==> config.mk <==
export PLATFORM = sky130hd
export DESIGN_NAME = regfile_wb_sched
export DESIGN_NICKNAME = d
export VERILOG_FILES = /design/src/rtl/regfile_wb_pkg.sv /design/src/rtl/regfile_wb_sched_rr_arb3.sv /design/src/rtl/regfile_wb_sched.sv
export SDC_FILE = /design/constraint.sdc
export NUM_CORES = 1
export LEC_CHECK = 0
export ABC_AREA = 1
export CORE_ASPECT_RATIO = 1.2
export CORE_MARGIN = 2
export CORE_UTILIZATION = 56
export DETAILED_ROUTE_END_ITERATION = 16
export HOLD_SLACK_MARGIN = 0.12
export PLACE_DENSITY = 0.87
export SKIP_LAST_GASP = 1
export SLEW_MARGIN = 20
export SYNTH_ARGS = -nofsm -noshare
export SYNTH_HDL_FRONTEND = slang
export SYNTH_SLANG_ARGS = --single-unit
==> constraint.sdc <==
create_clock -name clk -period 11.86 [get_ports clk]
set_input_delay 1.779 -clock clk [delete_from_list [all_inputs] [get_ports clk]]
set_output_delay 1.779 -clock clk [all_outputs]
set_load 0.02 [all_outputs]
==> src/rtl/regfile_wb_pkg.sv <==
// Shared types and constants for the register-file write-back scheduler.
// Slot widths here must match the DATA_W/ADDR_W the scheduler is built with.
package regfile_wb_pkg;

  typedef enum logic [1:0] {
    REQ_MEM = 2'd0,
    REQ_ALU = 2'd1,
    REQ_BL  = 2'd2
  } req_e;

  localparam int NREQ      = 3;
  localparam int PC_ADDR   = 15;
  localparam int WB_ADDR_W = 4;
  localparam int WB_DATA_W = 32;

  typedef struct packed {
    logic                 occ;
    logic [WB_ADDR_W-1:0] wa;
    logic [WB_DATA_W-1:0] wd;
  } wb_slot_t;

  function automatic req_e rr_next(input req_e cur);
    case (cur)
      REQ_MEM: rr_next = REQ_ALU;
      REQ_ALU: rr_next = REQ_BL;
      default: rr_next = REQ_MEM;
    endcase
  endfunction

endpackage

==> src/rtl/regfile_wb_sched_rr_arb3.sv <==
// 3-way round-robin arbiter over an eligibility mask; search order mem, alu, bl
// from the pointer, pointer advances past the winner and holds when idle.
module rr_arb3
  import regfile_wb_pkg::*;
(
  input  logic       clk,
  input  logic       reset,
  input  logic [2:0] elig,
  output logic [2:0] grant,
  output req_e       ptr
);

  req_e       ptr_n;
  logic       hit;
  logic [1:0] idx;

  always_ff @(posedge clk or posedge reset) begin
    if (reset) ptr <= REQ_MEM;
    else       ptr <= ptr_n;
  end

  always_comb begin
    grant = '0;
    ptr_n = ptr;
    hit   = 1'b0;
    idx   = '0;
    for (int k = 0; k < NREQ; k++) begin
      idx = 2'((int'(ptr) + k) % NREQ);
      if (!hit && elig[idx]) begin
        grant[idx] = 1'b1;
        hit        = 1'b1;
        ptr_n      = rr_next(req_e'(idx));
      end
    end
  end

endmodule

==> src/rtl/regfile_wb_sched.sv <==
// Write-back scheduler sharing the register-file write port among alu, mem and bl.
// Optional macro REGFILE_WB_FWD_EN adds a combinational forwarding lookup port.
module regfile_wb_sched
  import regfile_wb_pkg::*;
#(
  parameter int DATA_W  = WB_DATA_W,
  parameter int ADDR_W  = WB_ADDR_W,
  parameter int LR_ADDR = 14
) (
  input  logic              clk,
  input  logic              reset,
  input  logic              alu_valid,
  output logic              alu_ready,
  input  logic [ADDR_W-1:0] alu_wa,
  input  logic [DATA_W-1:0] alu_wd,
  input  logic              mem_valid,
  output logic              mem_ready,
  input  logic [ADDR_W-1:0] mem_wa,
  input  logic [DATA_W-1:0] mem_wd,
  input  logic              bl_valid,
  output logic              bl_ready,
  input  logic [DATA_W-1:0] bl_pc,
  output logic              we3,
  output logic [ADDR_W-1:0] wa3,
  output logic [DATA_W-1:0] wd3,
  output logic [15:0]       busy,
`ifdef REGFILE_WB_FWD_EN
  input  logic [ADDR_W-1:0] fwd_ra,
  output logic              fwd_hit,
  output logic [DATA_W-1:0] fwd_data,
`endif
  output logic              err_pc_wr
);

  // Handshake: a request transfers when valid & ready at a rising edge; ready is
  // ~occ | grant and grant comes only from registered state, so ready never
  // depends on valid. A slot granted this cycle may refill at the same edge.

  localparam logic [ADDR_W-1:0] PC_WA = ADDR_W'(PC_ADDR);
  localparam logic [ADDR_W-1:0] LR_WA = ADDR_W'(LR_ADDR);

  wb_slot_t          slot    [NREQ];
  logic [NREQ-1:0]   older   [NREQ];   // older[i][j]: slot i captured before slot j
  logic [NREQ-1:0]   older_n [NREQ];
  logic [NREQ-1:0]   occ, occ_n, keep, acc, cap, elig, grant, ready;
  logic [NREQ-1:0]   req_valid;
  logic [ADDR_W-1:0] req_wa  [NREQ];
  logic [DATA_W-1:0] req_wd  [NREQ];
  logic [ADDR_W-1:0] g_wa;
  logic [DATA_W-1:0] g_wd;
  logic              pc_drop;
  req_e              rr_ptr;

  always_comb begin
    req_valid = {bl_valid, alu_valid, mem_valid};
    req_wa[REQ_MEM] = mem_wa;
    req_wd[REQ_MEM] = mem_wd;
    req_wa[REQ_ALU] = alu_wa;
    req_wd[REQ_ALU] = alu_wd;
    req_wa[REQ_BL]  = LR_WA;
    req_wd[REQ_BL]  = bl_pc - DATA_W'(4);
  end

  always_comb begin
    for (int k = 0; k < NREQ; k++) occ[k] = slot[k].occ;
    ready = ~occ | grant;
    acc   = req_valid & ready;
    keep  = occ & ~grant;
    cap   = acc;
    // R15 writes are swallowed: accepted, reported, never stored
    cap[REQ_MEM] = acc[REQ_MEM] && (mem_wa != PC_WA);
    cap[REQ_ALU] = acc[REQ_ALU] && (alu_wa != PC_WA);
    pc_drop = (acc[REQ_MEM] && (mem_wa == PC_WA)) || (acc[REQ_ALU] && (alu_wa == PC_WA));
    occ_n = keep | cap;
  end

  assign mem_ready = ready[REQ_MEM];
  assign alu_ready = ready[REQ_ALU];
  assign bl_ready  = ready[REQ_BL];

  // New captures are younger than survivors; same-edge captures order by index.
  always_comb begin
    for (int i = 0; i < NREQ; i++) begin
      older_n[i] = '0;
      for (int j = 0; j < NREQ; j++) begin
        if (i == j)                older_n[i][j] = 1'b0;
        else if (cap[i] && cap[j]) older_n[i][j] = (i < j);
        else if (cap[i])           older_n[i][j] = 1'b0;
        else if (cap[j])           older_n[i][j] = keep[i];
        else                       older_n[i][j] = older[i][j];
      end
    end
  end

  always_comb begin
    elig = occ;
    for (int i = 0; i < NREQ; i++) begin
      for (int j = 0; j < NREQ; j++) begin
        if (j != i && occ[j] && older[j][i] && (slot[j].wa == slot[i].wa)) elig[i] = 1'b0;
      end
    end
  end

  rr_arb3 u_arb (
    .clk   (clk),
    .reset (reset),
    .elig  (elig),
    .grant (grant),
    .ptr   (rr_ptr)
  );

  always_comb begin
    g_wa = '0;
    g_wd = '0;
    for (int k = 0; k < NREQ; k++) begin
      if (grant[k]) begin
        g_wa = slot[k].wa;
        g_wd = slot[k].wd;
      end
    end
  end

  always_ff @(posedge clk or posedge reset) begin
    if (reset) begin
      for (int k = 0; k < NREQ; k++) begin
        slot[k]  <= '0;
        older[k] <= '0;
      end
      we3       <= 1'b0;
      wa3       <= '0;
      wd3       <= '0;
      err_pc_wr <= 1'b0;
    end else begin
      for (int k = 0; k < NREQ; k++) begin
        slot[k].occ <= occ_n[k];
        if (cap[k]) begin
          slot[k].wa <= req_wa[k];
          slot[k].wd <= req_wd[k];
        end
        older[k] <= older_n[k];
      end
      we3       <= |grant;
      err_pc_wr <= pc_drop;
      if (|grant) begin
        wa3 <= g_wa;
        wd3 <= g_wd;
      end
    end
  end

  always_comb begin
    busy = '0;
    for (int k = 0; k < NREQ; k++) begin
      if (occ[k]) busy[slot[k].wa] = 1'b1;
    end
    if (we3) busy[wa3] = 1'b1;
    busy[PC_ADDR] = 1'b0;
  end

`ifdef REGFILE_WB_FWD_EN
  logic [NREQ-1:0] fmatch;
  logic            youngest;

  always_comb begin
    fwd_hit  = 1'b0;
    fwd_data = wd3;
    youngest = 1'b0;
    for (int i = 0; i < NREQ; i++) fmatch[i] = occ[i] && (slot[i].wa == fwd_ra);
    if (fwd_ra != PC_WA) begin
      fwd_hit = (|fmatch) || (we3 && (wa3 == fwd_ra));
      for (int i = 0; i < NREQ; i++) begin
        youngest = fmatch[i];
        for (int j = 0; j < NREQ; j++) begin
          if (j != i && fmatch[j] && older[i][j]) youngest = 1'b0;
        end
        if (youngest) fwd_data = slot[i].wd;
      end
    end
  end
`else
  // Without forwarding, dependent reads stall on busy alone.
`endif

endmodule

==> impl_summary.md, run 1 <==
Status
The run finished with clean final reports.

Yosys
The average instance in the mapped netlist occupies 7.47 sq um. The dominant cell type by area after synthesis is sky130_fd_sc_hd__dfrtp_1. In this run, synthesis produced a sequential element count of 154. The unique cell type count in the Yosys netlist is 42. The area share of the largest cell type after synthesis is 47.2%. The netlist area before placement is 8170 sq um. By area the synthesized netlist is led by sky130_fd_sc_hd__dfrtp_1 47%, sky130_fd_sc_hd__nand2_1 22%, sky130_fd_sc_hd__nand3_1 6.1%. Synthesis produced a netlist with a net count of 1207. The part of the Yosys area used for sequential elements is 47.2%. For this run, the number of Yosys warnings is 0. The synthesized instance count is 1093.

Clock network
Clock-pin slew was measured on the worst setup and hold paths at 0.06 ns. The clock tree from TritonCTS is yes. The tree is rooted in a sky130_fd_sc_hd__clkbuf_16. Clock tree synthesis found a total of 154 sinks. The post-CTS setup repair buffer count is 0. For the worst-skew pair, the clock arrives at the later sink with an insertion delay of 0.43 ns.

After clock tree synthesis, the flow added hold-fix buffers numbering 0. The post-cts sizing count is 0. The number of H-tree levels is 4.

The number of buffers inserted during clock tree synthesis is 17. The maximum clock path buffer count is 2.

Route
The pre-antenna-repair detailed-routing pass consisted of 5 iterations. After detailed routing, the average wire length per cell comes to 16.0 um. The first routing iteration left 624 violations. The post-route DRC violation count is 0.

Detailed routing inserted a total of 7708 vias. After detailed routing, the total wire length is 22700 um. The post-detailed-route via-to-cell ratio is 5.43. The number of nets with antenna violations after detailed routing is 0.

STA
Between clock sinks in the finished design, the worst skew comes to 0.00954 ns. The number of max-slew violations in the final report is 0. The final hold violation count is 0. Setup repair after global routing left no endpoint under its margin. The remaining max-slew budget at the tightest pin is 29.0%. The post-route worst hold slack is 0.479 ns. Counting I/O delays and the setup requirement, the final critical path takes 5.11 ns.

The sum of negative setup slack is 0 ns. The maximum clock frequency is 196 MHz. The pin slew with the least headroom to its limit is 1.06 ns. The final worst-path cycle share is 43.1%. The total of endpoints with negative setup slack in the final report is 0.

GRT
The via count of the first global-routing pass was 7705. The first-pass GRT wire length is 36600 um. The initial antenna violation count is 0. Entering global routing, the biggest net connects 86 pins.

The combined global-route utilization of all metal layers is 30.3%. The residual overflow from global routing is 0.

Final layout
Summing all flip-flop and latch instances after layout gives 3850 sq um. The number of antenna diodes in the final layout is 0. The area growth from synthesis to layout is 26.9%. For this run, the post-layout net count is 1347. The multi-input logic area is 3770 sq um. The layout filler cell count is 1125.

In the final layout, the share of cells above drive strength 1 is 6.43%.

Worst setup path
The worst setup path is launched from a flop. The type of destination of the critical path is a primary output. The setup path with the least slack is of type flop to primary output. The setup check on the worst reg-to-reg path leaves a slack of 8.03 ns. Data arrives at the worst endpoint at 3.33 ns. The maximum net fanout on the critical path is 30. At the worst endpoint, the required time is 10.08 ns.

Pwr
For this design the ratio of total power to cell area is 352 nW/um^2. The share of total power dissipated in sequential elements is 27.3%. The reported leakage power is 5.16 nW. In this run switching power makes up 49.7% of total power.

Cell internal power was estimated by the tool at 0.00183 W. The part of the total power dissipated in the clock network is 14.8%. The net switching component of the power is 0.00181 W.

The peak ir drop on the vdd network is 231 uV. The power share of the combinational group is 58.0%. The completed layout was analyzed and its total power is 0.00364 W.

Worst hold path
The class of the worst hold path is flop to flop.

Flow run
The max capacitance violation total is 0.

Die
Measured along the x axis, the die boundary spans 114 um. Once the floorplan was initialized, standard cells occupied 57.1% of the core. The total area inside the core boundary comes to 14300 sq um. The die outline height is 136 um. The initialized floorplan defines 48 standard-cell rows. The area enclosed by the die boundary is 15600 sq um. The number of placed I/O pins is 166.

Placed design
The detailed-placement wirelength estimate is 15700 um. The final weighted congestion in routability-driven placement is 0.954. Buffers placed on the I/O ports in this run total 164.
[registers in the layout, summed over array words and instances, names as in the netlist]
signal and count:
err_pc_wr 1, wd3 32, wa3 4, older 6, u_arb.ptr 2, occ 3, slot 105, we3 1
[critical path: stages, from the launching register on]
cell	delay, ns
sky130_fd_sc_hd__dfrtp_1	0.45
sky130_fd_sc_hd__nor2_1	0.26
sky130_fd_sc_hd__nand2_1	0.13
sky130_fd_sc_hd__nand2_1	0.10
sky130_fd_sc_hd__nand3_1	0.11
sky130_fd_sc_hd__nand3_1	0.16
sky130_fd_sc_hd__o21ai_2	0.07
sky130_fd_sc_hd__nand2_2	0.13
sky130_fd_sc_hd__inv_2	0.06
sky130_fd_sc_hd__nand2_1	0.10
sky130_fd_sc_hd__nand2_1	0.10
sky130_fd_sc_hd__nor2_4	0.49
sky130_fd_sc_hd__nand2_2	0.16
sky130_fd_sc_hd__clkdlybuf4s50_1	0.58
[cells in the mapped netlist]
cell type                  count
sky130_fd_sc_hd__nor2_1       51
sky130_fd_sc_hd__a21oi_1      32
sky130_fd_sc_hd__clkbuf_1      3
sky130_fd_sc_hd__o21ai_2       1
sky130_fd_sc_hd__nand3b_1      4
sky130_fd_sc_hd__o211ai_1      1
sky130_fd_sc_hd__a31oi_1       1
sky130_fd_sc_hd__buf_6         5
sky130_fd_sc_hd__a32o_1        1
sky130_fd_sc_hd__buf_2        24
sky130_fd_sc_hd__xnor2_1      12
sky130_fd_sc_hd__or2_0        15
sky130_fd_sc_hd__or2_1         5
sky130_fd_sc_hd__a21oi_2       1
sky130_fd_sc_hd__nor3_1        5
sky130_fd_sc_hd__or2_2        10
sky130_fd_sc_hd__nand2_2       5
sky130_fd_sc_hd__o311ai_0      1
sky130_fd_sc_hd__ha_1          5
sky130_fd_sc_hd__nor3_2        1
sky130_fd_sc_hd__nand3_2       4
sky130_fd_sc_hd__buf_1         1
sky130_fd_sc_hd__a22oi_1       1
sky130_fd_sc_hd__inv_1        58
sky130_fd_sc_hd__buf_4        12
sky130_fd_sc_hd__conb_1        1
sky130_fd_sc_hd__o21ai_1      11
sky130_fd_sc_hd__o31ai_1       2
sky130_fd_sc_hd__nor2_2        5
sky130_fd_sc_hd__nand3_1     100
sky130_fd_sc_hd__inv_2        10
sky130_fd_sc_hd__clkbuf_2      2
sky130_fd_sc_hd__dfrtp_1     154
sky130_fd_sc_hd__o21ai_0      27
sky130_fd_sc_hd__nor4_1        7
sky130_fd_sc_hd__nor2_4        4
sky130_fd_sc_hd__inv_4         1
sky130_fd_sc_hd__nand4_1       7
sky130_fd_sc_hd__nand2_1     486
sky130_fd_sc_hd__nand3_4       1
sky130_fd_sc_hd__nand2_4       1
sky130_fd_sc_hd__xor2_1       15
[layer usage]
metal / global-route usage (%) / vias up / part of all wire (%) / wire length (um)
met5: 0 / - / 0 / 0
li1: - / 3726 / - / -
met2: 52.6 / 282 / 51 / 11500
met3: 4.81 / 58 / 5.5 / 1250
met4: 12.9 / 0 / 3.2 / 720
met1: 37.4 / 3642 / 41 / 9220
[logic make-up (layout without fill, tap and decap cells)]
family	after synthesis	in the layout	share of synthesized area, %
buf+inv	116	268	6.77
flops	154	154	47.2
simple gates	711	711	37.1
fa+ha+maj	5	5	0.766
xor+xnor	27	27	2.90
compound gates	79	79	5.18
other cells	1	1	0.0459
[cells in the final DEF, fill, tap and decap left out, types with 3 or more instances in the layout]
| cell | Yosys | final |
|---|---|---|
| sky130_fd_sc_hd__o21ai_0 | 27 | 27 |
| sky130_fd_sc_hd__clkinvlp_4 | 0 | 3 |
| sky130_fd_sc_hd__nor2_2 | 5 | 4 |
| sky130_fd_sc_hd__a21oi_1 | 32 | 32 |
| sky130_fd_sc_hd__inv_1 | 58 | 57 |
| sky130_fd_sc_hd__clkdlybuf4s50_1 | 0 | 164 |
| sky130_fd_sc_hd__or2_2 | 10 | 10 |
| sky130_fd_sc_hd__nand4_1 | 7 | 7 |
| sky130_fd_sc_hd__nand2_2 | 5 | 5 |
| sky130_fd_sc_hd__nor4_1 | 7 | 7 |
| sky130_fd_sc_hd__buf_4 | 12 | 4 |
| sky130_fd_sc_hd__o21ai_1 | 11 | 11 |
| sky130_fd_sc_hd__nand3_2 | 4 | 5 |
| sky130_fd_sc_hd__ha_1 | 5 | 5 |
| sky130_fd_sc_hd__nand2_1 | 486 | 486 |
| sky130_fd_sc_hd__inv_2 | 10 | 10 |
| sky130_fd_sc_hd__clkinv_4 | 0 | 3 |
| sky130_fd_sc_hd__nor2_4 | 4 | 5 |
| sky130_fd_sc_hd__nand3_1 | 100 | 99 |
| sky130_fd_sc_hd__xor2_1 | 15 | 15 |
| sky130_fd_sc_hd__nand3b_1 | 4 | 4 |
| sky130_fd_sc_hd__nor3_1 | 5 | 5 |
| sky130_fd_sc_hd__xnor2_1 | 12 | 12 |
| sky130_fd_sc_hd__or2_0 | 15 | 15 |
| sky130_fd_sc_hd__nor2_1 | 51 | 51 |
| sky130_fd_sc_hd__dfrtp_1 | 154 | 154 |
| sky130_fd_sc_hd__or2_1 | 5 | 5 |
| sky130_fd_sc_hd__clkbuf_16 | 0 | 17 |
| sky130_fd_sc_hd__inv_6 | 0 | 3 |
[final timing paths]
| kind | cells past startpoint | from | end |
|---|---|---|---|
| setup reg to reg | 16 | slot[72] | slot[27] |
| setup / recovery | 13 | slot[72] | bl_ready |
| max in group asynchronous | 3 | reset | slot[58] |
| min in group asynchronous | 2 | reset | slot[43] |
| hold reg to reg | 2 | slot[20] | slot[20] |
| hold / removal | 2 | slot[20] | slot[20] |
[metrics by stage]
step                      cell area (sq um)  instances  util (%)  worst slack, ns
after floorplan                        8170       1093         -             5.93
after global placement                 9780       1389      68.4             7.32
after detailed placement               9780       1389      68.4             7.22
after CTS                             10400       1420      72.5             6.75
after global routing                  10400       1420      72.5             6.45
final                                 10400       1420      72.5             6.75
[area by class of cell]
type,count,area share [%]
Sequential cell,154,37.2
Timing Repair Buffer,168,16.1
Inverter,69,2.57
Clock buffer,19,4.27
Clock inverter,12,1.38
Tap cell,175,2.11
Multi-Input combinational cell,823,36.4
[power by group through the flow]
stage	sequential, W	combinational [W]	clock, W
floorplan	0.00101	0.00146	0
global placement	0.000984	0.00202	0
detailed placement	0.000989	0.00208	0
CTS	0.000989	0.00211	0.000541
global route	0.00102	0.00235	0.000563
finish	0.000994	0.00211	0.000538
Power figures use the tool's default switching activity.
==> run 2: changes to the inputs <==
--- a/config.mk
+++ b/config.mk
@@ -8,10 +8,10 @@
 export ABC_AREA = 1
 export CORE_ASPECT_RATIO = 1.2
 export CORE_MARGIN = 2
-export CORE_UTILIZATION = 56
+export CORE_UTILIZATION = 52
 export DETAILED_ROUTE_END_ITERATION = 16
 export HOLD_SLACK_MARGIN = 0.12
-export PLACE_DENSITY = 0.87
+export PLACE_DENSITY = 0.82
 export SKIP_LAST_GASP = 1
 export SLEW_MARGIN = 20
 export SYNTH_ARGS = -nofsm -noshare
==> constraint.sdc (replaced) <==
create_clock -name clk -period 5.2 [get_ports clk]
set_input_delay 0.78 -clock clk [delete_from_list [all_inputs] [get_ports clk]]
set_output_delay 0.78 -clock clk [all_outputs]
set_load 0.02 [all_outputs]
==> run 2 against run 1 <==
  * Cell count increased by 2.6%
  * Non-clock buffer count increased by 3
  * Power increased by 130%
  * Worst hold slack about the same
  * Utilization decreased by 5.0 points
  * Wire length increased by 2.2%
  * Clock power increased to 2.5 times the previous value
  * Flip-flop and latch count unchanged
  * Clock skew increased by 0.00095 ns
  * Global-route usage decreased by 1.5 points
  * Worst setup slack got worse by 5.7 ns
  * Die area increased by 7.4%
  * Highest routed layer is now met5
==> impl_summary.md, run 2 (synthesized netlist as in run 1, its figures left out) <==
Pwr
The power density over cell area is 807 nW/um^2 (was 352 nW/um^2). The reported leakage power is 5.21 nW (was 5.16 nW). The peak ir drop on the vdd network was 459 uV (was 231 uV). The total power draw was 0.00846 W (was 0.00364 W).

GRT
The via count of the first global-routing pass is 7553 (was 7705). The combined global-route utilization of all metal layers was 28.7% (was 30.3%). The first-pass GRT wire length is 37900 um (was 36600 um).

The maximum number of pins on one net before global-route repair came to 90 (was 86). The residual overflow from global routing is 0 (unchanged). The initial antenna violation count came to 1 (was 0).

Final layout
The final core utilization is 67.5% (was 72.5%). Commonest cells after routing, fill and taps aside: 486 x sky130_fd_sc_hd__nand2_1, 164 x sky130_fd_sc_hd__clkdlybuf4s50_1, 154 x sky130_fd_sc_hd__dfrtp_1, 99 x sky130_fd_sc_hd__nand3_1, 57 x sky130_fd_sc_hd__inv_1 (unchanged). The multi-input logic area is 3770 sq um (unchanged). The total inserted antenna cells was 0 (unchanged).

The final net count was 1350 (was 1347). The area added between synthesis and finish is 28.3% (was 26.9%). Largest regs: slot: 105 flops, wd3: 32 flops, older: 6 flops (unchanged). The number of cells in the finished layout apart from fillers is 1457 (was 1420). The flip-flop count of the largest register after layout is 105 (unchanged). The layout filler cell count is 1354 (was 1125). The largest register by flop count is slot (unchanged). The area of all placed cells without fillers is 10500 sq um (was 10400 sq um).

The share of final-layout standard cells stronger than drive strength 1 is 6.81% (was 6.43%). The sequential cell area is 3850 sq um (unchanged). The leading cell type in the layout, fill and taps excluded is sky130_fd_sc_hd__nand2_1 (unchanged).

Worst hold path
The class of the worst hold path is flop to flop (unchanged). The worst hold path depth is 2 (unchanged).

Clock network
The number of clock sinks is 154 (unchanged). The clock tree root buffer cell was sky130_fd_sc_hd__clkbuf_16 (unchanged). The maximum clock path buffer count is 2 (unchanged). The clock transition time at the flip-flop clock pins of the worst setup and hold paths is 0.06 ns (about the same). The clock tree from TritonCTS is yes (unchanged). The number of buffers inserted during clock tree synthesis came to 17 (unchanged). The post-cts sizing count is 0 (unchanged). The clock latency on the worst-skew pair is 0.44 ns (was 0.43 ns).

The number of H-tree levels came to 4 (unchanged). The number of hold buffers added after cts is 0 (unchanged). The post-CTS setup repair buffer count was 0 (unchanged).

Route
The mean routed wirelength per cell is 15.9 um (was 16.0 um). The number of nets with antenna violations after detailed routing is 0 (unchanged). The post-detailed-route via-to-cell ratio is 5.19 (was 5.43).

The vias after detailed routing is 7557 (was 7708). The number of DRC markers after the initial detailed-route iteration came to 565 (was 624). The total iterations of the first detailed-routing run is 6 (was 5). The post-route DRC violation count came to 0 (unchanged).

The total length of routed wires is 23200 um (was 22700 um).

STA
The worst clock skew on the final layout was 0.0105 ns (was 0.00954 ns). The sum of negative setup slack is 0 ns (unchanged). Unrepaired setup endpoints after global routing: no (unchanged). The remaining max-slew budget at the tightest pin is 39.2% (was 29.0%). Static timing analysis puts the maximum clock frequency at 241 MHz. The final worst-path cycle share is 80.0%.

The number of max-slew violations in the final report is 0 (unchanged). The routed design could run at a clock period as short as 4.16 ns. The pin slew with the least headroom to its limit is 0.912 ns (was 1.06 ns). The final hold violation count came to 0 (unchanged). The total of endpoints with negative setup slack in the final report came to 0 (unchanged).

Placed design
The detailed-placement wirelength estimate is 16000 um (was 15700 um). The cell total after placement is 1425 (was 1389). The final weighted congestion in routability-driven placement is 0.909 (was 0.954). The total placed instance area came to 9840 sq um (was 9780 sq um).

The number of buffers added on ports is 164 (unchanged).

Die
The area enclosed by the die boundary is 16700 sq um (was 15600 sq um). The area of the core came to 15500 sq um (was 14300 sq um). The die outline height came to 141 um (was 136 um).

The horizontal extent of the die is 118 um (was 114 um). The number of placed I/O pins is 166 (unchanged). The site row count is 50 (was 48). The initial core utilization is 52.6% (was 57.1%).

Worst setup path
The arrival time of data at the critical path endpoint is 3.38 ns (was 3.33 ns). The logic depth of the worst register-to-register path is 16 (unchanged). The critical-path cell with the highest stage delay was sky130_fd_sc_hd__clkdlybuf4s50_1 (unchanged). The number of buffers and inverters on the critical path is 2 (unchanged). Worst path cell trace: nor2_1, nand2_1, nand2_1, nand3_1, nand3_1, o21ai_2, nand2_2, inv_2, nand2_1, nand2_1, nor2_4, nand2_2, clkdlybuf4s50_1 (unchanged). The kind of start point of the critical path is a flop (unchanged). The critical path's most frequent cell is sky130_fd_sc_hd__nand2_1 (unchanged). The type of destination of the critical path is a primary output (unchanged). The data required time of the worst path is 4.42 ns (was 10.08 ns). The start-to-end type of the worst setup path was flop to primary output (unchanged). The instance count on the critical path is 13 (unchanged). The cell family with the largest share of critical-path delay is simple AND/OR/NAND/NOR gates (unchanged).

The peak per-stage delay on the critical path was 0.58 ns (about the same). The maximum net fanout on the critical path is 30 (unchanged).

Status
Status: finished clean (unchanged).

Flow run
The max capacitance violation total came to 0 (unchanged).
run 2: final cells by class:
type	instances	area share, %
Timing Repair Buffer	171	16.2
Multi-Input combinational cell	823	36.0
Clock inverter	15	2.02
Sequential cell	154	36.8
Clock buffer	17	4.06
Inverter	69	2.54
Tap cell	208	2.48
run 2: worst paths after layout:
| path | from | to | slack, ns |
|---|---|---|---|
| worst max-delay path | slot[72] | bl_ready | 1.04 |
| worst min-delay path | slot[86] | slot[86] | 0.48 |
| worst max register to register | slot[72] | slot[17] | 1.75 |
| worst min register to register | slot[86] | slot[86] | 0.48 |
| max in group asynchronous | reset | slot[96] | 3.36 |
| min in group asynchronous | reset | slot[40] | 0.85 |
run 2: power breakdown:
part | total (W) | switching [W] | internal, W
Sequential | 0.00226 | 0.000421 | 0.00184
Combinational | 0.00485 | 0.00322 | 0.00163
Clock | 0.00135 | 0.000533 | 0.000813
run 2: through the flow:
step	worst slack [ns]	hold slack [ns]
6_report	1.04	0.480
2_1_floorplan	0.270	0.441
3_5_place_dp	1.55	0.463
4_1_cts	1.06	0.479
5_1_grt	0.804	0.495
3_3_place_gp	1.61	0.457
run 2: metal layers:
metal	track usage [%]	up-vias	part of all wire, %
li1	-	3719	-
met1	35.2	3541	42
met2	49.9	247	51
met3	5.06	48	4.7
met4	12.6	2	2.8
met5	0	-	0.056
run 2: worst reg2reg max path, cell delays in order, from the launching register on:
cell and delay [ns]:
sky130_fd_sc_hd__dfrtp_1 0.45, sky130_fd_sc_hd__nor2_1 0.27, sky130_fd_sc_hd__nand2_1 0.13, sky130_fd_sc_hd__nand2_1 0.10
sky130_fd_sc_hd__nand3_1 0.10, sky130_fd_sc_hd__nand3_1 0.15, sky130_fd_sc_hd__o21ai_2 0.07, sky130_fd_sc_hd__nand2_2 0.13
sky130_fd_sc_hd__inv_2 0.06, sky130_fd_sc_hd__nand2_1 0.09, sky130_fd_sc_hd__nand2_1 0.12, sky130_fd_sc_hd__nor2_4 0.53
sky130_fd_sc_hd__nand2_2 0.17, sky130_fd_sc_hd__nand2_2 0.33, sky130_fd_sc_hd__buf_4 0.45, sky130_fd_sc_hd__nand2_1 0.11
sky130_fd_sc_hd__o21ai_0 0.11
==> run 3: changes to the inputs <==
--- a/config.mk
+++ b/config.mk
@@ -8,10 +8,10 @@
 export ABC_AREA = 1
 export CORE_ASPECT_RATIO = 1.2
 export CORE_MARGIN = 2
-export CORE_UTILIZATION = 52
+export CORE_UTILIZATION = 47
 export DETAILED_ROUTE_END_ITERATION = 16
 export HOLD_SLACK_MARGIN = 0.12
-export PLACE_DENSITY = 0.82
+export PLACE_DENSITY = 0.78
 export SKIP_LAST_GASP = 1
 export SLEW_MARGIN = 20
 export SYNTH_ARGS = -nofsm -noshare
==> constraint.sdc (replaced) <==
create_clock -name clk -period 3.68 [get_ports clk]
set_input_delay 0.552 -clock clk [delete_from_list [all_inputs] [get_ports clk]]
set_output_delay 0.552 -clock clk [all_outputs]
set_load 0.02 [all_outputs]
==> run 3 against run 2 <==
  * Combinational power rose by 44%
  * Largest power group unchanged
  * Clock power up 44%
  * Register-to-register slack worse by 1.1 ns
  * Flip-flop and latch count unchanged
  * Critical path depth did not move
  * Clock skew shrank 0.0047 ns
  * Count of clock-buffer cells in the layout up 2
  * Sequential power increased by 40%
  * First-iteration DRC count rose by 8.1%
  * Cell count rose by 1.4%
  * Worst hold slack got worse by 0.0049 ns
==> impl_summary.md, run 3 (synthesized netlist as in run 1, its figures left out) <==
Status
Status: finished clean (unchanged).

Route
The total length of routed wires is 22900 um (was 23200 um). The post-detailed-route via-to-cell ratio came to 5.15 (was 5.19). The number of nets with antenna violations after detailed routing is 0 (unchanged). The number of DRC markers after the initial detailed-route iteration is 611 (was 565). The vias after detailed routing is 7612 (was 7557). The total iterations of the first detailed-routing run was 5 (was 6).

The mean routed wirelength per cell is 15.5 um (was 15.9 um). The post-route DRC violation count was 0 (unchanged).

Worst setup path
The number of buffers and inverters on the critical path is 1 (was 2). The arrival time of data at the critical path endpoint is 2.94 ns (was 3.38 ns). The peak per-stage delay on the critical path was 0.55 ns (was 0.58 ns). The type of destination of the critical path was a primary output (unchanged). The start-to-end type of the worst setup path is flop to primary output (unchanged). The maximum net fanout on the critical path is 7 (was 30). The critical-path cell with the highest stage delay is sky130_fd_sc_hd__clkdlybuf4s50_1 (unchanged).

The reg2reg setup slack is 0.63 ns (was 1.75 ns). The kind of start point of the critical path is a flop (unchanged). The cell family with the largest share of critical-path delay was simple AND/OR/NAND/NOR gates (unchanged). Worst path cell trace: nor2_1, nand2_1, nand2_1, nand3_1, nand3_1, nor2_1, nand2_1, nand2_2, nand3_1, nor2_2, nor2_4, nand2_4, clkdlybuf4s50_1 (was nor2_1, nand2_1, nand2_1, nand3_1, nand3_1, o21ai_2, nand2_2, inv_2, nand2_1, nand2_1, nor2_4, nand2_2, clkdlybuf4s50_1). The data required time of the worst path was 3.13 ns (was 4.42 ns).

Final layout
Largest regs: slot: 105 flops, wd3: 32 flops, older: 6 flops (unchanged). The layout filler cell count was 1552 (was 1354). Commonest cells after routing, fill and taps aside: 486 x sky130_fd_sc_hd__nand2_1, 164 x sky130_fd_sc_hd__clkdlybuf4s50_1, 154 x sky130_fd_sc_hd__dfrtp_1, 99 x sky130_fd_sc_hd__nand3_1, 57 x sky130_fd_sc_hd__inv_1 (unchanged). The share of final-layout standard cells stronger than drive strength 1 is 7.62% (was 6.81%). The area added between synthesis and finish is 29.9% (was 28.3%). The leading cell type in the layout, fill and taps excluded was sky130_fd_sc_hd__nand2_1 (unchanged). The largest register by flop count is slot (unchanged). The final net count is 1361 (was 1350).

The flip-flop count of the largest register after layout was 105 (unchanged).

Clock network
The number of buffers inserted during clock tree synthesis was 17 (unchanged). The clock tree from TritonCTS is yes (unchanged). The number of H-tree levels is 4 (unchanged).

The clock transition time at the flip-flop clock pins of the worst setup and hold paths is 0.06 ns (about the same). The clock tree root buffer cell is sky130_fd_sc_hd__clkbuf_16 (unchanged). The clock latency on the worst-skew pair came to 0.43 ns (was 0.44 ns).

The number of clock sinks is 154 (unchanged). The maximum clock path buffer count came to 2 (unchanged).

Pwr
The power density over cell area is 1140 nW/um^2 (was 807 nW/um^2). The peak ir drop on the vdd network is 761 uV (was 459 uV). The reported leakage power is 5.26 nW (was 5.21 nW). The total power draw came to 0.0121 W (was 0.00846 W).

Flow run
The max capacitance violation total was 0 (unchanged).

STA
The worst clock skew on the final layout is 0.00581 ns (was 0.0105 ns). The post-route worst hold slack is 0.475 ns (was 0.480 ns). The final worst-path cycle share is 94.9%. The remaining max-slew budget at the tightest pin is 46.0% (was 39.2%). The sum of negative setup slack came to 0 ns (unchanged). The pin slew with the least headroom to its limit came to 0.808 ns (was 0.912 ns). Unrepaired setup endpoints after global routing: no (unchanged). The total of endpoints with negative setup slack in the final report was 0 (unchanged). Based on the critical path, the design can be clocked at up to 286 MHz. Counting I/O delays and the setup requirement, the final critical path takes 3.49 ns. The number of max-slew violations in the final report is 0 (unchanged). The final hold violation count is 0 (unchanged).

Die
The initial core utilization was 48.3% (was 52.6%). The area enclosed by the die boundary came to 18400 sq um (was 16700 sq um). The die outline height is 148 um (was 141 um). The area of the core came to 16900 sq um (was 15500 sq um).

The site row count is 52 (was 50). The number of placed I/O pins is 166 (unchanged). The horizontal extent of the die is 124 um (was 118 um).

Placed design
The detailed-placement wirelength estimate is 16100 um (was 16000 um). The number of buffers added on ports is 164 (unchanged). The final weighted congestion in routability-driven placement is 0.904 (was 0.909).

Worst hold path
The class of the worst hold path is flop to flop (unchanged).

GRT
The initial antenna violation count came to 1 (unchanged). The maximum number of pins on one net before global-route repair was 85 (was 90). The residual overflow from global routing is 0 (unchanged). The first-pass GRT wire length is 37900 um (about the same). The combined global-route utilization of all metal layers came to 25.6% (was 28.7%).

The via count of the first global-routing pass is 7677 (was 7553).
==> run 3: final cells by class <==
type	instances	area [sq um]	area share [%]
Antenna cell	1	2.50	0.0236
Timing Repair Buffer	182	1790	16.9
Sequential cell	154	3850	36.3
Clock buffer	19	443	4.18
Multi-Input combinational cell	823	3770	35.5
Clock inverter	13	214	2.02
Tap cell	216	270	2.55
Inverter	69	265	2.50
==> run 3: metal layers <==
metal / up-vias / routed length [um] / global-route usage (%)
met4: 0 / 631 / 10.6
li1: 3750 / - / -
met2: 261 / 11200 / 43.3
met5: - / 0 / 0
met3: 49 / 1270 / 5.50
met1: 3552 / 9750 / 32.0
==> run 3: metrics by stage <==
stage	instance area (sq um)	utilization, %	instances	setup WS, ns
floorplan	8170	-	1093	1.18
global placement	9950	58.8	1444	0.599
detailed placement	9950	58.8	1444	0.504
CTS	10600	62.7	1476	0.219
global route	10600	62.7	1477	0.00704
finish	10600	62.7	1477	0.189
==> run 3: path summary, 6_finish.rpt <==
| kind | startpoint | end | cells after the start |
|---|---|---|---|
| worst max register to register | slot[70] | wd3[18] | 17 |
| worst max-delay path | slot[70] | mem_ready | 13 |
| max in group asynchronous | reset | slot[29] | 3 |
| worst min-delay path | slot[18] | slot[18] | 2 |
| worst min register to register | slot[18] | slot[18] | 2 |
| min in group asynchronous | reset | slot[40] | 2 |
==> run 3: report_power, final <==
part / leakage, nW / internal (W) / total [W] / switching, W
Clock: 0.308 / 0.00123 / 0.00195 / 0.000724
Sequential: 1.89 / 0.00260 / 0.00317 / 0.000567
Combinational: 3.06 / 0.00242 / 0.00696 / 0.00454
==> run 3: repair_timing <==
action	CTS	global route
hold buffers	0	0
gates resized for setup	0	1
buffers inserted	0	0
endpoints found under the setup margin	0	1
==> run 3: worst register-to-register path: cells and delay by family, from the launching register on <==
kind / cells / cell delay (ns)
AOI/OAI and AO/OA: 1 / 0.07
buffers and inverters: 4 / 0.82
DFF: 1 / 0.45
and+or+nand+nor: 12 / 1.63
